==> config.mk <==
export PLATFORM = sky130hd
export DESIGN_NAME = noc_port_tx
export DESIGN_NICKNAME = d
export VERILOG_FILES = /design/src/rtl/noc_pkg.sv /design/src/rtl/noc_flit_fifo.sv /design/src/rtl/noc_port_tx.sv
export SDC_FILE = /design/constraint.sdc
export NUM_CORES = 1
export LEC_CHECK = 0
export ABC_CLOCK_PERIOD_IN_PS = 2400
export CORE_MARGIN = 4
export CORE_UTILIZATION = 40
export DETAILED_ROUTE_END_ITERATION = 16
export GPL_TIMING_DRIVEN = 0
export MAX_ROUTING_LAYER = met4
export PLACE_DENSITY_LB_ADDON = 0.25
export SYNTH_ARGS = -nofsm -noshare
export SYNTH_HDL_FRONTEND = slang
export SYNTH_SLANG_ARGS = --single-unit
==> constraint.sdc <==
create_clock -name clk -period 2.4 [get_ports clk]
set_input_delay 0.48 -clock clk [delete_from_list [all_inputs] [get_ports clk]]
set_output_delay 0.48 -clock clk [all_outputs]
set_load 0.02 [all_outputs]
==> src/rtl/noc_pkg.sv <==
// Shared NoC types: default port/data widths, flit layout and port-TX FSM states.
package noc_pkg;

  localparam int NOC_PORTS = 4;
  localparam int NOC_WIDTH = 8;
  localparam int NOC_DEPTH = 4;

  typedef logic [NOC_PORTS-1:0] noc_mask_t;

  typedef struct packed {
    noc_mask_t            dest;
    logic [NOC_WIDTH-1:0] data;
  } noc_flit_t;

  typedef enum logic {
    IDLE = 1'b0,
    REQ  = 1'b1
  } noc_tx_state_e;

endpackage

==> src/rtl/noc_flit_fifo.sv <==
// Circular-buffer sync FIFO of flits; exposes the head and the entry behind it.
module noc_flit_fifo
  import noc_pkg::*;
#(
  parameter type flit_t = noc_flit_t,
  parameter int  DEPTH  = NOC_DEPTH
) (
  input  logic                   clk,
  input  logic                   rst_n,
  input  logic                   push,
  input  flit_t                  wr_flit,
  input  logic                   pop,
  output flit_t                  head,
  output flit_t                  head_next,
  output logic [$clog2(DEPTH):0] count
);

  localparam int AW = $clog2(DEPTH);
  localparam int CW = AW + 1;

  flit_t           mem [DEPTH];
  logic [AW-1:0]   wr_ptr_q, wr_ptr_d;
  logic [AW-1:0]   rd_ptr_q, rd_ptr_d;
  logic [CW-1:0]   count_q, count_d;
  logic            do_pop;

  assign do_pop = pop && (count_q != '0);

  always_comb begin
    wr_ptr_d = wr_ptr_q;
    rd_ptr_d = rd_ptr_q;
    count_d  = count_q;
    if (push) wr_ptr_d = wr_ptr_q + AW'(1);
    if (do_pop) rd_ptr_d = rd_ptr_q + AW'(1);
    case ({push, do_pop})
      2'b10:   count_d = count_q + CW'(1);
      2'b01:   count_d = count_q - CW'(1);
      default: count_d = count_q;
    endcase
  end

  always_ff @(posedge clk or negedge rst_n) begin
    if (!rst_n) begin
      wr_ptr_q <= '0;
      rd_ptr_q <= '0;
      count_q  <= '0;
    end else begin
      wr_ptr_q <= wr_ptr_d;
      rd_ptr_q <= rd_ptr_d;
      count_q  <= count_d;
    end
  end

  // Storage needs no reset: validity is tracked entirely by count.
  always_ff @(posedge clk) begin
    if (push) mem[wr_ptr_q] <= wr_flit;
  end

  assign head      = mem[rd_ptr_q];
  assign head_next = mem[rd_ptr_q + AW'(1)];
  assign count     = count_q;

endmodule

==> src/rtl/noc_port_tx.sv <==
// Crossbar injection port: queues flits and holds each multicast request until all dests ack.
// Optional NOC_TX_STATS_EN adds saturating sent/drop counters.
module noc_port_tx
  import noc_pkg::*;
#(
  parameter int PORTS = NOC_PORTS,
  parameter int WIDTH = NOC_WIDTH,
  parameter int DEPTH = NOC_DEPTH
) (
  input  logic             clk,
  input  logic             rst_n,
  input  logic             in_valid,
  output logic             in_ready,
  input  logic [WIDTH-1:0] in_data,
  input  logic [PORTS-1:0] in_dest,
  output logic [PORTS-1:0] dest,
  output logic [WIDTH-1:0] data_o,
  input  logic [PORTS-1:0] ack,
  output logic             busy,
  output logic             sent
`ifdef NOC_TX_STATS_EN
  ,
  output logic [15:0]      sent_cnt,
  output logic [15:0]      drop_cnt
`endif
);

  // state | meaning
  // IDLE  | nothing presented; load pending from head when FIFO non-empty
  // REQ   | head presented with remaining (un-acked) destination mask
  localparam int CW = $clog2(DEPTH) + 1;

  typedef struct packed {
    logic [PORTS-1:0] dest;
    logic [WIDTH-1:0] data;
  } flit_t;

  noc_tx_state_e    state_q, state_d;
  logic [PORTS-1:0] pending_q, pending_d;
  logic [PORTS-1:0] remaining;
  logic             sent_q, sent_d;
  logic             accept, push, pop;
  flit_t            wr_flit, head, head_next;
  logic [CW-1:0]    count;

  assign in_ready = (count != CW'(DEPTH));
  assign accept   = in_valid && in_ready;
  assign push     = accept && (in_dest != '0);
  assign wr_flit  = '{dest: in_dest, data: in_data};

  noc_flit_fifo #(
    .flit_t (flit_t),
    .DEPTH  (DEPTH)
  ) u_fifo (
    .clk       (clk),
    .rst_n     (rst_n),
    .push      (push),
    .wr_flit   (wr_flit),
    .pop       (pop),
    .head      (head),
    .head_next (head_next),
    .count     (count)
  );

  assign remaining = pending_q & ~ack;

  always_comb begin
    state_d   = state_q;
    pending_d = pending_q;
    pop       = 1'b0;
    sent_d    = 1'b0;
    case (state_q)
      IDLE: begin
        if (count != '0) begin
          pending_d = head.dest;
          state_d   = REQ;
        end
      end
      REQ: begin
        pending_d = remaining;
        if (remaining == '0) begin
          pop    = 1'b1;
          sent_d = 1'b1;
          // A same-cycle push is not counted here, so it waits for IDLE.
          if (count > CW'(1)) pending_d = head_next.dest;
          else state_d = IDLE;
        end
      end
      default: state_d = IDLE;
    endcase
  end

  always_ff @(posedge clk or negedge rst_n) begin
    if (!rst_n) begin
      state_q   <= IDLE;
      pending_q <= '0;
      sent_q    <= 1'b0;
    end else begin
      state_q   <= state_d;
      pending_q <= pending_d;
      sent_q    <= sent_d;
    end
  end

  assign busy   = (state_q == REQ);
  assign dest   = busy ? pending_q : '0;
  assign data_o = busy ? head.data : '0;
  assign sent   = sent_q;

`ifdef NOC_TX_STATS_EN
  logic [15:0] sent_cnt_q, drop_cnt_q;

  always_ff @(posedge clk or negedge rst_n) begin
    if (!rst_n) begin
      sent_cnt_q <= '0;
      drop_cnt_q <= '0;
    end else begin
      if (sent_d && (sent_cnt_q != 16'hFFFF)) sent_cnt_q <= sent_cnt_q + 16'd1;
      if (accept && (in_dest == '0) && (drop_cnt_q != 16'hFFFF))
        drop_cnt_q <= drop_cnt_q + 16'd1;
    end
  end

  assign sent_cnt = sent_cnt_q;
  assign drop_cnt = drop_cnt_q;
`endif

endmodule

# After elaboration in Yosys (flattened, before gate mapping)
# Memories as Yosys holds them, arrays and structs flattened.
# Cells that the tools add are included.
[word_totals]
ff_bits = 13
ramBits = 48
inputBits = 19
output_inout_bits = 15
elab_cells = 41
n_memories = 1
[memory_table]
columns = ["name", "depth", "word_bits", "rd", "rd_clocked_by_memory_dff", "wr", "line", "rtl"]
rows = [
  ["u_fifo.mem", 4, 12, 2, 0, 1, "noc_flit_fifo.sv:21", "flit_t mem [DEPTH];"],
]
[op_classes]
n_addsub = 4
magnitude_cmp = 1
eq_ne = 4
n_mux = 15
bitwise_logic = 3
reduce_logical = 7
[op_table]
columns = ["operator", "count"]
rows = [
  ["two-way mux 4 bit", 4],
  ["two-way mux 8 bit", 1],
  ["case mux 4 bit (2 select lines)", 1],
  ["two-way mux 1 bit", 7],
  ["case mux 3 bit (2 select lines)", 1],
  ["adder 2 x 1 -> 2 bit (second input constant)", 2],
  ["AND 4 bit", 1],
  ["zero test 4 bit", 1],
  ["inverter 4 bit", 1],
  ["nonzero test 4 bit", 1],
  ["adder 3 x 1 -> 3 bit (second input constant)", 1],
  ["> comparator 3 x 1 -> 1 bit (second input constant)", 1],
  ["logical AND 1 bit", 3],
  ["inequality test 3 bit (second input constant)", 1],
  ["nonzero test 3 bit", 1],
  ["subtractor 3 x 1 -> 3 bit (second input constant)", 1],
  ["equality test 2 x 1 -> 1 bit (second input constant)", 1],
  ["equality test 2 bit (second input constant)", 1],
  ["inequality test 2 bit (second input constant)", 1],
  ["case mux 1 bit (2 select lines)", 1],
  ["nonzero test 2 bit", 1],
  ["inverter 1 bit", 1],
]

# Logic depth before layout (Yosys ltp)
[depth]
depth_word = 8
mapped_depth = 10
depth_no_buf = 9

# Hierarchy
# Synthesis repeated with hierarchy kept, for this count alone.
[unflattened]
hier_cells = 167
area_unflattened_um2 = 2947.8
[modules_own_cells]
columns = ["module", "n_inst", "cells_per_inst", "area_each_um2", "seq_area_each_um2"]
rows = [
  ["noc_flit_fifo", 1, 113, 2462.4, 1616.6],
  ["noc_port_tx", 1, 54, 485.5, 150.1],
]

# Worst setup path after synthesis
# No wires, ideal clock.
[synth_path]
path_kind = "input-to-reg"
from = "input port in_dest[1]"
to = "register u_fifo.count_q[2] (netlist: u_fifo.count[2])"
setup_time_ns = 0.125
t_arrival_ns = 1.900
t_required_ns = 2.275
slack_ns = 0.375
path_stages = 8
path_buffers = 1
path_cell_list = "or4_1 and3_1 clkbuf_1 inv_1 ha_1 mux2i_1 nor2_1 xor2_1"
[synth_via]
elab_chain_cells = 4
elab_cells_between_ends = 6
cone_classes = "eq/ne: 2; mux: 1; reduce/logical: 3"
[synth_lines]
columns = ["element", "line", "rtl"]
rows = [
  ["start: declaration", "noc_port_tx.sv:15", "input logic [PORTS-1:0] in_dest,"],
  ["nonzero test 4 bit (*)", "noc_port_tx.sv:48", "assign push = accept && (in_dest != '0);"],
  ["logical AND 1 bit (*)", "noc_port_tx.sv:48", ""],
  ["equality test 2 x 1 -> 1 bit / equality test 2 bit (equally long branches)", "noc_flit_fifo.sv:35", "case ({push, do_pop})"],
  ["case mux 3 bit (2 select lines) / nonzero test 2 bit (equally long branches)", "-", ""],
  ["end signal: assignment", "noc_flit_fifo.sv:50", "count_q <= count_d;"],
  ["end: declaration", "noc_flit_fifo.sv:24", "logic [CW-1:0] count_q, count_d;"],
]
# Every way passes the cells marked *; elsewhere a longest branch is shown, timed or not.
# A chain may end at the register's enable or synchronous reset.

# Worst setup path in the final report
[layout_path]
from = "register u_fifo.rd_ptr_q[0]"
to = "output port data_o[4]"
[layout_via]
elab_chain_cells = 2
[layout_lines]
columns = ["element", "line", "rtl"]
rows = [
  ["start: declaration", "noc_flit_fifo.sv:23", "logic [AW-1:0] rd_ptr_q, rd_ptr_d;"],
  ["start signal: assignment", "noc_flit_fifo.sv:49", "rd_ptr_q <= rd_ptr_d;"],
  ["memory read (4 x 12 bit)", "-", ""],
  ["two-way mux 8 bit", "noc_port_tx.sv:107", "assign data_o = busy ? head.data : '0;"],
  ["end: declaration", "noc_port_tx.sv:17", "output logic [WIDTH-1:0] data_o,"],
]
# No other way between the ends.

==> key figures <==
Worst setup path
  • Crit. End Element: output port
  • Crit-path cells: buf_12, mux4_2, and2_1, clkdlybuf4s15_1
  • Crit path arrival time: 1.85 ns
  • Critical path buffer and inverter count: 2
  • Slowest cell on crit path: mux4_2
  • FF-to-FF End: u_fifo.mem[1][2]
  • Required time worst endpoint: around 1.9 ns
  • Reg-to-Reg Start: u_fifo.count[0]
  • R2R Setup Slk: approximately 0.20 ns
  • Worst r2r path cells: 6
  • Crit path largest cell delay: between 0.4 and 0.5 ns
  • Worst setup path class: register to output port
  • CP Max Fanout: 5
  • CP delay by family, top: multiplexers
  • Startpoint types: register

Placement
  • PortBufs: 33
  • DP Wirelength: 3437 µm
  • Placed inst area: roughly 0.0032 mm²
  • Post-Place Cells: roughly 280
  • GP Congestion: ~0.78
  • DP Worst Slack: -0.3005 ns

Power
  • Leak Pwr: ~1.3 nW
  • IR drop worst, VDD: between 0.4 and 0.5 mV
  • Power density over the cells: around 1300 mW/mm²

Clock tree
  • Htree depth: 3
  • CTS tree: built
  • Cts bufs inserted: 9
  • Skew-Pair Late Insertion Delay: 0.34 ns
  • Worst-path clk slew: about 0.070 ns
  • CTS sink count: 61
  • Clock tree root buffer cell: clkbuf_8
  • Clock buffer depth: 2

Final layout
  • Share of post-route cells with drive strength above 1: 22.77%
  • Area Growth Syn to Fin: 24.79%
  • Nets: between 200 and 250
  • # diodes: 0
  • Post-Layout Inst Area: between 0.003 and 0.004 mm²
  • Finished Layout Cells: 301
  • Final core utilization: between 50% and 60%

Timing
  • Setup skew after layout: around 0.0072 ns
  • Period minus WS final: ~2.3 ns
  • Slew @ Worst Pin: approximately 0.63 ns
  • Final Max Slew Viols: 0
  • WHS: between 0.4 and 0.5 ns
  • Final period util: a little over nine tenths
  • Worst setup margin: slightly below 0.07 ns
  • Final setup fails: 0
  • Slew headroom: about 58%
  • Hold Vio Cnt, Final: 0
  • Max Fclk: 428.9 MHz
  • RSZ-0062 raised after global routing: no

Worst hold path
  • Hold Path Sink: u_fifo.mem[2][9]
  • Hold Path Class: input pin to register
  • WHS Path Cells: 1
  • Min-Delay Startpoint: in_dest[1]

Floorplanning
  • Die area: about 0.0082 mm²
  • Die height: about 90 µm
  • I/O pin cnt: 34
  • Starting Density: between 40% and 50%
  • Row Count: 29
  • Die width: 90.62 µm
  • Core ar.: 0.006495 mm²

Global route
  • Grt ovf: 0
  • Vias in the first global route: between 1500 and 2000
  • Total GRT Usage: 13.69%
  • Largest net degree at the start of global routing: 20
  • Initial antenna violation count: 0
  • First-pass GRT wire length: 8252 µm

Synthesis
  • Post-synthesis mux area share: 13.20%
  • Synthesized area: 0.002730 mm²
  • Distinct cells, synth: 28
  • Syn. warnings: 0
  • Top cell type by total area after synthesis: edfxtp_1
  • Synth Area in XOR/XNOR: under 10%
  • Register bit count reported by yosys: a little over 60
  • Gate Count Post-Synth: about 170
  • Synthesized Nets: 201
  • Compound-gate portion of the synthesized area: about 5.7%
  • Sequential element share of the synthesized area: 64.71%
  • Post-synthesis simple-gate area fraction: a little over 8%
  • Avg Inst Size Synth: ~16 µm²
  • Adder-cell area share of the yosys netlist: 4.125%
  • Area contributors post-synth: edfxtp_1 53%, dfrtp_1 12%, mux4_2 6.6%, ha_1 4.1%, and2_1 3.9%
  • Synth top area share: between 50 and 60%
  • Largest family of logic cells by synthesized area: multiplexers

Route
  • Via/cell ratio: ~5.3
  • Drt initial violations: 67
  • Wirelength per Cell: approximately 17 µm
  • First-pass DRT Iterations: 4
  • Final ANT Viol Nets: 0
  • Vias: approximately 1600
  • DRT Wirelength: between 5000 and 6000 µm
  • Residual DRC: 0

Outcome
  • Status: finished clean

Run
  • Total of max-cap violations: 0
metal layers:
metal | global-route usage (%) | wire (µm)
met5 | - | 0
met4 | 7.270 | 107
met3 | 2.917 | 182
met2 | 20.82 | 2533
met1 | 17.17 | 2333
report_power, final:
| group | internal, mW | switching, mW |
|---|---|---|
| registers | 1.43 | 0.155 |
| clock network | 0.482 | 0.421 |
| logic | 1.01 | 1.05 |
| total | 2.92 | 1.63 |
synthesized netlist by cell type:
library cell  number
nor2_1             2
a21oi_2            3
a21o_1             1
dfrtp_1           13
inv_1              5
nor2b_1            1
xnor2_1            4
ha_1               9
o311a_1            4
xor2_1             2
mux2i_1            9
mux2_2             8
mux4_2             8
o211ai_1           5
nand2b_1           6
buf_2              3
nand4_1            2
buf_6              1
and4_1             1
and3_1             2
o21ai_0            2
edfxtp_1          48
clkbuf_1           3
nand2_1            7
o21ba_2            1
or4_1              1
and2_1            17
a21oi_1            5
how the worst max path moves through the flow:
stage	startpoint	end	slack, ns	cells past startpoint
3_5_place_dp	in_dest[0]	u_fifo.count[2]	-0.30	9
5_1_grt	u_fifo.rd_ptr_q[0]	data_o[0]	0.002	4
2_1_floorplan	in_dest[1]	u_fifo.count[2]	0.37	8
6_report	u_fifo.rd_ptr_q[0]	data_o[4]	0.07	4
3_3_place_gp	in_dest[1]	u_fifo.count[2]	-0.30	9
4_1_cts	u_fifo.rd_ptr_q[0]	data_o[3]	0.006	4
final cells by class:
class | instances | area, µm²
clock buffer | 9 | 123.9
fill | 540 | 3088
buffer | 6 | 52.55
timing repair buffer | 36 | 360.3
clock inverter | 7 | 76.32
multi-input combinational | 100 | 909.6
tap | 77 | 96.34
inverter | 5 | 18.77
sequential | 61 | 1769
timing repair:
action | CTS | global route
endpoints found under the setup margin | 12 | 37
endpoints found under the hold margin | 0 | 0
pin swaps | 0 | 0
buffers inserted | 1 | 1
cloned | 0 | 1
hold buffers | 0 | 0
gates resized for setup | 13 | 20
sequential cells by signal (all words and copies together) (netlist names):
signal	count
pending_q	4
u_fifo.wr_ptr_q	2
u_fifo.mem	48
busy	1
u_fifo.rd_ptr_q	2
u_fifo.count	3
sent	1
stage by stage:
stage	TNS (ns)	total power [mW]
final	0	4.553
after global routing	0	4.863
after CTS	0	4.529
after detailed placement	-14.24	3.657
after global placement	-14.35	3.644
after floorplan	0	2.962
cell usage in the layout (no fill, tap or decap), drive strengths merged, types with 2 or more instances in the layout:
cell and count:
nand4 2, clkbuf 16, nand2 7, clkinvlp 2, buf 5, mux2i 9, nor2 2, clkdlybuf4s15 5
xnor2 4, inv 5, mux2 8, clkdlybuf4s50 23, o311a 4, ha 9, mux4 8, dfrtp 13
and2 17, xor2 2, nand2b 6, o21ai 2, o211ai 5, clkinv 4, a21oi 8, dlymetal6s2s 2
edfxtp 48, and3 2
kinds of logic after synthesis:
| logic type | Yosys count |
|---|---|
| flops | 61 |
| simple gates | 39 |
| mux | 25 |
| compound gates | 21 |
| buf+inv | 12 |
| fa+ha+maj | 9 |
| xor+xnor | 6 |
(Power assumes the default switching activity.)
